[src/rtl/video_frame_sync.sv]
// video_frame_sync: start-of-frame aligner and geometry checker for a 24-bit AXI4-Stream video path.
// Beats are discarded until the first tuser. After that, frame-aligned video is forwarded through
// a 2-entry registered skid buffer. Line lengths and frame heights are measured against the
// configured geometry.
//
// Ports:
//   clk, rst                    clock, asynchronous active-high reset
//   s_axis_video_*              upstream stream (tready is registered)
//   m_axis_video_*              downstream stream (all outputs registered)
//   locked                      1 while aligned (PASS state)
//   frame_cnt                   completed, correctly sized frames (wraps)
//   line_err_cnt                lines whose length differs from H_ACTIVE (saturates)
//   frame_err_cnt               frame-structure errors (saturates)
//   last_width, last_height     measured geometry of the most recent line / frame
module video_frame_sync #(
  parameter int unsigned DATA_W   = 24,
  parameter int unsigned H_ACTIVE = 640,
  parameter int unsigned V_ACTIVE = 480,
  parameter int unsigned CNT_W    = 16
) (
  input  logic              clk,
  input  logic              rst,
  output logic              s_axis_video_tready,
  input  logic [DATA_W-1:0] s_axis_video_tdata,
  input  logic              s_axis_video_tvalid,
  input  logic              s_axis_video_tuser,
  input  logic              s_axis_video_tlast,
  input  logic              m_axis_video_tready,
  output logic [DATA_W-1:0] m_axis_video_tdata,
  output logic              m_axis_video_tvalid,
  output logic              m_axis_video_tuser,
  output logic              m_axis_video_tlast,
  output logic              locked,
  output logic [CNT_W-1:0]  frame_cnt,
  output logic [CNT_W-1:0]  line_err_cnt,
  output logic [CNT_W-1:0]  frame_err_cnt,
  output logic [CNT_W-1:0]  last_width,
  output logic [CNT_W-1:0]  last_height
);

  localparam logic [CNT_W-1:0] HAct   = CNT_W'(H_ACTIVE);
  localparam logic [CNT_W-1:0] VAct   = CNT_W'(V_ACTIVE);
  localparam logic [CNT_W-1:0] CntMax = '1;

  typedef enum logic [0:0] {StSync, StPass} state_e;

  state_e             state_q;
  logic               locked_q;
  logic [CNT_W-1:0]   px_q, ln_q;
  logic [CNT_W-1:0]   frame_cnt_q, line_err_q, frame_err_q, last_width_q, last_height_q;

  // Skid buffer: entry 0 drives m_axis directly, entry 1 holds the overflow beat.
  logic [1:0]         count_q, count_d;
  logic               s_ready_q;
  logic [DATA_W-1:0]  e0_data_q, e1_data_q;
  logic               e0_user_q, e1_user_q, e0_last_q, e1_last_q;

  logic               in_acc, out_acc, sof, fwd, drop_err, early_sof;
  logic [CNT_W-1:0]   px_base, ln_base, px_inc, ln_inc;

  assign in_acc  = s_axis_video_tvalid && s_ready_q;
  assign out_acc = (count_q != 2'd0) && m_axis_video_tready;

  always_comb begin
    sof       = in_acc && s_axis_video_tuser;
    // In SYNC only a tuser beat passes; in PASS everything passes unless the frame is complete
    // and the beat is not a new SOF.
    fwd       = in_acc && (s_axis_video_tuser || (state_q == StPass && ln_q != VAct));
    drop_err  = in_acc && (state_q == StPass) && !s_axis_video_tuser && (ln_q == VAct);
    early_sof = sof && (state_q == StPass) && (px_q != '0 || ln_q != VAct);
    // SOF restarts counting before the beat's own EOL handling is applied.
    px_base   = sof ? '0 : px_q;
    ln_base   = sof ? '0 : ln_q;
    px_inc    = (px_base == CntMax) ? CntMax : px_base + 1'b1;
    ln_inc    = (ln_base == CntMax) ? CntMax : ln_base + 1'b1;
    count_d   = count_q + {1'b0, fwd} - {1'b0, out_acc};
  end

  // Alignment FSM with geometry counters and status registers.
  always_ff @(posedge clk or posedge rst) begin
    if (rst) begin
      state_q       <= StSync;
      locked_q      <= 1'b0;
      px_q          <= '0;
      ln_q          <= '0;
      frame_cnt_q   <= '0;
      line_err_q    <= '0;
      frame_err_q   <= '0;
      last_width_q  <= '0;
      last_height_q <= '0;
    end else if (drop_err) begin
      state_q  <= StSync;
      locked_q <= 1'b0;
      if (frame_err_q != CntMax) frame_err_q <= frame_err_q + 1'b1;
    end else if (fwd) begin
      state_q  <= StPass;
      locked_q <= 1'b1;
      if (sof && state_q == StPass) last_height_q <= ln_q;
      if (early_sof && frame_err_q != CntMax) frame_err_q <= frame_err_q + 1'b1;
      if (s_axis_video_tlast) begin
        last_width_q <= px_inc;
        if (px_inc != HAct && line_err_q != CntMax) line_err_q <= line_err_q + 1'b1;
        px_q <= '0;
        ln_q <= ln_inc;
        if (ln_inc == VAct) frame_cnt_q <= frame_cnt_q + 1'b1;
      end else begin
        px_q <= px_inc;
        ln_q <= ln_base;
      end
    end
  end

  // Skid buffer. A push while full cannot happen because tready is low whenever count_q == 2.
  always_ff @(posedge clk or posedge rst) begin
    if (rst) begin
      count_q   <= 2'd0;
      s_ready_q <= 1'b0;
      e0_data_q <= '0;
      e0_user_q <= 1'b0;
      e0_last_q <= 1'b0;
      e1_data_q <= '0;
      e1_user_q <= 1'b0;
      e1_last_q <= 1'b0;
    end else begin
      count_q   <= count_d;
      s_ready_q <= (count_d < 2'd2);
      unique case (count_q)
        2'd0: begin
          if (fwd) begin
            e0_data_q <= s_axis_video_tdata;
            e0_user_q <= s_axis_video_tuser;
            e0_last_q <= s_axis_video_tlast;
          end
        end
        2'd1: begin
          if (fwd && out_acc) begin
            e0_data_q <= s_axis_video_tdata;
            e0_user_q <= s_axis_video_tuser;
            e0_last_q <= s_axis_video_tlast;
          end else if (fwd) begin
            e1_data_q <= s_axis_video_tdata;
            e1_user_q <= s_axis_video_tuser;
            e1_last_q <= s_axis_video_tlast;
          end
        end
        default: begin
          if (out_acc) begin
            e0_data_q <= e1_data_q;
            e0_user_q <= e1_user_q;
            e0_last_q <= e1_last_q;
          end
        end
      endcase
    end
  end

  assign s_axis_video_tready = s_ready_q;
  assign m_axis_video_tvalid = (count_q != 2'd0);
  assign m_axis_video_tdata  = e0_data_q;
  assign m_axis_video_tuser  = e0_user_q;
  assign m_axis_video_tlast  = e0_last_q;
  assign locked              = locked_q;
  assign frame_cnt           = frame_cnt_q;
  assign line_err_cnt        = line_err_q;
  assign frame_err_cnt       = frame_err_q;
  assign last_width          = last_width_q;
  assign last_height         = last_height_q;

endmodule

[config.mk]
export PLATFORM = sky130hd
export DESIGN_NAME = video_frame_sync
export DESIGN_NICKNAME = d
export VERILOG_FILES = /design/src/rtl/video_frame_sync.sv
export SDC_FILE = /design/constraint.sdc
export NUM_CORES = 1
export LEC_CHECK = 0
export CELL_PAD_IN_SITES_DETAIL_PLACEMENT = 1
export CELL_PAD_IN_SITES_GLOBAL_PLACEMENT = 1
export CORE_UTILIZATION = 46
export DETAILED_ROUTE_END_ITERATION = 16
export GPL_TIMING_DRIVEN = 0
export HOLD_SLACK_MARGIN = 0.05
export PLACE_DENSITY_LB_ADDON = 0.1
export SLEW_MARGIN = 5
export SYNTH_ARGS = -nofsm -noshare
export SYNTH_HDL_FRONTEND = slang
export SYNTH_SLANG_ARGS = --single-unit
[constraint.sdc]
create_clock -name clk -period 9.1 [get_ports clk]
set_clock_uncertainty 0.05 [all_clocks]
set_input_delay 1.82 -clock clk [delete_from_list [all_inputs] [get_ports clk]]
set_output_delay 1.82 -clock clk [all_outputs]
set_load 0.01 [all_outputs]
Word-level counts from Yosys, hierarchy flattened
Index checks and enable logic that the tools add are counted.
{ "word_totals": {"reg_bits": 168, "out_inout_bits": 109, "input_bits": 30, "wordCells": 92} }
{ "classes": {"mux": 24, "reduce_logical": 30, "addsub": 7, "n_eq_ne": 12, "n_lt_le_gt_ge": 1, "bitwise": 2} }
{ "op_table": {"columns": ["operator", "count"], "rows": [
  ["$mux W16", 10],
  ["$add A16 B1 Y16 const B", 5],
  ["$mux W24", 3],
  ["$pmux W24 S2", 1],
  ["$eq A16 B16 Y1 const B", 2],
  ["$eq A16 B9 Y1 const B", 2],
  ["$ne A16 B16 Y1 const B", 2],
  ["$ne A16 B10 Y1 const B", 1],
  ["$ne A16 B9 Y1 const B", 1],
  ["$reduce_bool A16 Y1", 1],
  ["$reduce_and A3 Y1", 5],
  ["$logic_and A1 B1 Y1", 13],
  ["$mux W1", 8],
  ["$reduce_and A4 Y1", 2],
  ["$reduce_bool A2 Y1", 3],
  ["$ne A2 B2 Y1 const B", 2],
  ["$pmux W1 S2", 2],
  ["$reduce_bool A3 Y1", 1],
  ["$add A2 B1 Y2", 1],
  ["$eq A2 B1 Y1 const B", 1],
  ["$logic_not A2 Y1", 1],
  ["$logic_or A1 B1 Y1", 2],
  ["$lt A2 B2 Y1 const B", 1],
  ["$ne A2 B1 Y1 const B", 1],
  ["4 further kinds", 5]
]} }

Logic depth before layout (Yosys ltp)
{ "logic_depth": {"ltp_word": 8, "mapped_depth": 15, "ltp_nobuf": 11} }

Worst setup path before layout
Ideal clock, no wire load.
{ "synth_timing": {"kind": "input-to-reg", "from": "input s_axis_video_tvalid", "to": "register line_err_q[12], in the netlist line_err_cnt[12]", "t_arrival_ns": 4.940, "setup_ns": 0.132, "slack_ns": 3.979, "required_time_ns": 8.918, "cell_stages": 15, "cell_sequence": "nand3_1 -> clkbuf_1 -> clkbuf_1 -> clkbuf_1 -> and2_1 -> ha_1 -> clkbuf_1 -> nand3_1 -> nor2_1 -> and3_1 -> o2111ai_1 -> nor4_2 -> buf_2 -> nor3_1 -> xor2_1"} }
{ "synth_via": {"elab_chain_cells": 8} }
{ "synth_lines": {"columns": ["element", "line_no", "source"], "rows": [
  ["from (decl)", "25", "input logic s_axis_video_tvalid,"],
  ["$logic_and A1 B1 Y1 (*)", "61", "assign in_acc = s_axis_video_tvalid && s_ready_q;"],
  ["$logic_and A1 B1 Y1", "65", "sof = in_acc && s_axis_video_tuser;"],
  ["$mux W16", "72", "px_base = sof ? '0 : px_q;"],
  ["$add A16 B1 Y16 or $eq A16 B16 Y1 (tied branches)", "74", "px_inc = (px_base == CntMax) ? CntMax : px_base + 1'b1;"],
  ["$mux W16", "74", null],
  ["$ne A16 B10 Y1", "102", "if (px_inc != HAct && line_err_q != CntMax) line_err_q <= line_err_q + 1'b1;"],
  ["$logic_and A1 B1 Y1", "102", null],
  ["$reduce_and A4 Y1 (no line) (*)", null, null],
  ["to (signal assigned)", "102", null],
  ["to (decl)", "50", "logic [CNT_W-1:0] frame_cnt_q, line_err_q, frame_err_q, last_width_q, last_height_q;"]
]} }
Every way passes the cells marked *; elsewhere a longest branch is shown, timed or not.
A chain may end at the register's enable or synchronous reset.

Worst setup path in the final report
{ "layout_timing": {"from": "input s_axis_video_tuser", "to": "register line_err_q[10], in the netlist line_err_cnt[10]"} }
{ "layout_via": {"elab_chain_cells": 7} }
{ "layout_lines": {"columns": ["element", "line_no", "source"], "rows": [
  ["from (decl)", "26", "input logic s_axis_video_tuser,"],
  ["$logic_and A1 B1 Y1", "65", null],
  ["$mux W16", "72", null],
  ["$add A16 B1 Y16 or $eq A16 B16 Y1 (tied branches)", "74", null],
  ["$mux W16", "74", null],
  ["$ne A16 B10 Y1", "102", null],
  ["$logic_and A1 B1 Y1", "102", null],
  ["$reduce_and A4 Y1 (no line) (*)", null, null]
]} }
Marked as above.

==> results.json <==
{
  "min_to": "last_width[14]$_DFFE_PP0P_",
  "worst_path_largest_cell_delay_ps": 760,
  "worstSetupEndpointType": "register",
  "first_global_vias": 7702,
  "r2r_setup_slack_ps": 3400,
  "worst_path_fanout_max": 10,
  "die_y_um": 140,
  "synthToLayoutAreaGrowth_pct": 26.4,
  "drc": 0,
  "fp-row-count": 49,
  "holdCritStartpoint": "last_width[14]$_DFFE_PP0P_",
  "cp.required_ps": 9350,
  "fmax_mhz": 137,
  "postSynth.topFlopCell": "sky130_fd_sc_hd__dfrtp_1",
  "routed_wirelength_mm": 25.7,
  "htreeDepth": 4,
  "finalCriticalPeriod_ps": 7310,
  "cts-resized-gates": 0,
  "power.share.clock_pct": 27.3,
  "cp-start-kind": "primary input",
  "clock_sinks": 168,
  "use_met2_pct": 47.6,
  "synth.net_count": 855,
  "dieWidth_um": 140,
  "cts_buffers": 17,
  "design_power_total_mw": 2.75,
  "num_antenna_cells": 0,
  "synth.yosys.warnings": 0,
  "global_route.overflow_total": 0,
  "max_capacitance_violation_total": 0,
  "critical_path.n_buffers_inverters": 6,
  "worstReg2RegEnd": "line_err_cnt[10]$_DFFE_PP0P_",
  "drt_iter0_markers": 410,
  "worstReg2RegStart": "s_axis_video_tready$_DFF_PP0_",
  "pwr_density_cell_mw_per_mm2": 250,
  "cts_max_path_buffers": 2,
  "grtUsageMet3_pct": 6.02,
  "synth.avg_cell_area_um2": 10.7,
  "global_routing_usage_on_met1_pct": 35.1,
  "post_synth_inst_count": 816,
  "tritoncts": "done",
  "yosys_register_bits": 168,
  "leak_nw": 4.85,
  "critPathKind": "primary input to register",
  "busiest_layer": "met2",
  "power.share.combinational_pct": 34.2,
  "synth_seq_area_share_pct": 48.3,
  "num-nets-final": 1012,
  "cts_post_setup_buffers_inserted": 0,
  "worst_r2r_path_depth": 15,
  "timing.final.max_slew_violations": 0,
  "design.die.area_mm2": 0.0195,
  "worstSkewPairLatency_ps": 440,
  "place.port_buffers": 137,
  "relSlewSlack_pct": 45.1,
  "hold_depth": 2,
  "cts-root-buf": "sky130_fd_sc_hd__clkbuf_16",
  "grt_antenna_before_repair": 0,
  "sequentialPowerShare_pct": 38.5,
  "critical_path.top_delay_family": "buffers and inverters",
  "status": "finished clean",
  "globalRouteTotalUtil_pct": 27.6,
  "fin_tns_setup_ps": 0,
  "grt_setup_unrepaired": "false",
  "critical_path.most_common_cell": "sky130_fd_sc_hd__clkbuf_1",
  "netSwitchingPower_uw": 926,
  "period_utilisation_layout_pct": 80.3,
  "synth-edff-count": 0,
  "route.detailed.wl_per_inst_um": 21.1,
  "grt_first_pass_wirelength_mm": 42.4,
  "drtPass1Iterations": 5,
  "crit_path_top_delay_cell": "sky130_fd_sc_hd__nor4_2",
  "leading_cell_type_in_the_layout_fill_and_taps_excluded": "sky130_fd_sc_hd__dfrtp_1",
  "share_of_final_layout_standard_cells_stronger_than_drive_strength_1_pct": 17.5,
  "synth_cell_type_count": 68,
  "tightest_slew_ps": 823,
  "hold_viol_final": 0,
  "internal_power_mw": 1.82,
  "gp_congestion": 0.888,
  "ioPinCount": 139,
  "timing.critical_path.cells": "clkdlybuf4s50_1, nand3_1, clkbuf_1, clkbuf_1, clkbuf_1, and2_1, ha_1, clkbuf_1, nand3_1, nor2_1, and3_1, o2111ai_1, nor4_2, buf_2, nor4_1, xnor2_1",
  "count_of_antenna_violating_nets_left_after_detailed_routing": 0,
  "pin_count_of_the_biggest_net_entering_global_routing": 112,
  "instances_no_fill": 1215,
  "dpl.cell_count": 1183,
  "floorplan.initialDensity_pct": 47.7,
  "post_synth_instance_area_mm2": 0.00871,
  "async_flop_share_pct": 100,
  "power.switching_fraction_pct": 33.7,
  "via_count": 7050,
  "cts_hold_fix_bufs": 0,
  "final-setup-viol-count": 0,
  "cp_data_arrival_time_ps": 7560,
  "class_of_the_most_critical_hold_timing_path": "register to register",
  "viasPerCell": 5.80,
  "final_cell_mix": "168 x sky130_fd_sc_hd__dfrtp_1, 137 x sky130_fd_sc_hd__clkdlybuf4s50_1, 80 x sky130_fd_sc_hd__mux2_2, 70 x sky130_fd_sc_hd__nand2_1, 57 x sky130_fd_sc_hd__nor2_1",
  "place.detailed.hpwl_mm": 18.1,
  "path_clk_slew_ps": 80,
  "core_ar_mm2": 0.0183,
  "worst_ir_drop_vdd_uv": 158
}
==> layer usage <==
layer / up-vias / wire (um)
met4: 0 / 403
li1: 3253 / -
met2: 173 / 12900
met1: 3586 / 11200
met5: - / 0
met3: 38 / 1210
==> registers in the layout (all words and copies together), names as in the netlist, 2 cells and up <==
register            cells
ln_q                   16
e1_data_q              24
frame_cnt              16
px_q                   16
line_err_cnt           16
last_width             16
m_axis_video_tdata     24
frame_err_cnt          16
last_height            16
count_q                 2
==> synthesized netlist by cell type (8+ instances only) <==
library cell	n	share of area [%]
sky130_fd_sc_hd__xnor2_1	19	1.9
sky130_fd_sc_hd__clkbuf_1	33	1.4
sky130_fd_sc_hd__a31oi_1	9	0.65
sky130_fd_sc_hd__inv_1	13	0.56
sky130_fd_sc_hd__and4_1	8	0.80
sky130_fd_sc_hd__ha_1	9	1.3
sky130_fd_sc_hd__buf_2	12	0.69
sky130_fd_sc_hd__nor4_1	16	1.1
sky130_fd_sc_hd__nor3_1	29	1.7
sky130_fd_sc_hd__nand4_1	18	1.3
sky130_fd_sc_hd__nor2_1	57	2.5
sky130_fd_sc_hd__a21oi_1	27	1.6
sky130_fd_sc_hd__mux2_2	80	10
sky130_fd_sc_hd__xor2_1	44	4.4
sky130_fd_sc_hd__o21ai_0	35	2.0
sky130_fd_sc_hd__nand3_1	39	2.2
sky130_fd_sc_hd__and3_1	12	0.86
sky130_fd_sc_hd__dfrtp_1	168	48
sky130_fd_sc_hd__nand2_1	70	3.0
sky130_fd_sc_hd__mux2_4	20	3.4
==> area by class of cell <==
cell class	instances	area (um^2)
Clock inverter	15	184
Buffer	51	236
Inverter	14	60.1
Fill cell	1944	7260
Tap cell	229	287
Timing Repair Buffer	138	1400
Clock buffer	17	425
Sequential cell	168	4200
Multi-Input combinational cell	583	4210
==> worst reg2reg max path: cells and delay by family, from the launching register on <==
family,cells,cell delay (ps)
AO/OA/AOI/OAI,1,180
XOR/XNOR,1,160
adder cells (fa/ha/maj),1,140
buffers and inverters,5,2470
flip-flops,1,420
AND/OR/NAND/NOR,7,2140
==> logic make-up after synthesis <==
| logic type | count (synthesis) | synth area share (%) |
|---|---|---|
| flip-flops | 168 | 48.3 |
| adder cells (fa/ha/maj) | 9 | 1.29 |
| AND/OR/NAND/NOR | 285 | 17.1 |
| multiplexers | 104 | 14.4 |
| AO/OA/AOI/OAI | 122 | 9.28 |
| buffers and inverters | 65 | 3.32 |
| XOR/XNOR | 63 | 6.34 |
==> metrics by stage <==
stage / util (%) / instance area (um^2) / hold slack [ps] / worst slack [ps]
6_report: 60.3 / 11000 / 430 / 1790
5_1_grt: 60.3 / 11000 / 441 / 1590
4_1_cts: 60.3 / 11000 / 434 / 1940
3_5_place_dp: 56.9 / 10400 / 419 / 1520
3_3_place_gp: 56.7 / 10400 / 410 / 594
2_1_floorplan: - / 8710 / 400 / 2680
==> how the worst max path moves through the flow <==
stage	start	slack (ps)	cells past startpoint	endpoint
after floorplan	rst	2680	1	count_q[0]$_DFF_PP0_
after global placement	rst	590	2	line_err_cnt[4]$_DFFE_PP0P_
after detailed placement	s_axis_video_tuser	1520	16	line_err_cnt[10]$_DFFE_PP0P_
after CTS	s_axis_video_tuser	1940	16	line_err_cnt[10]$_DFFE_PP0P_
after global routing	s_axis_video_tuser	1590	16	line_err_cnt[10]$_DFFE_PP0P_
final	s_axis_video_tuser	1790	16	line_err_cnt[10]$_DFFE_PP0P_
==> power groups by stage <==
stage / clock [mW] / combinational, mW / sequential [mW]
4_1_cts: 0.760 / 0.953 / 1.06
3_5_place_dp: 0 / 0.943 / 1.06
3_3_place_gp: 0 / 0.898 / 1.05
2_1_floorplan: 0 / 0.548 / 1.07
6_report: 0.751 / 0.942 / 1.06
5_1_grt: 0.785 / 1.02 / 1.08
No activity file was read; power rests on OpenSTA's default activity.
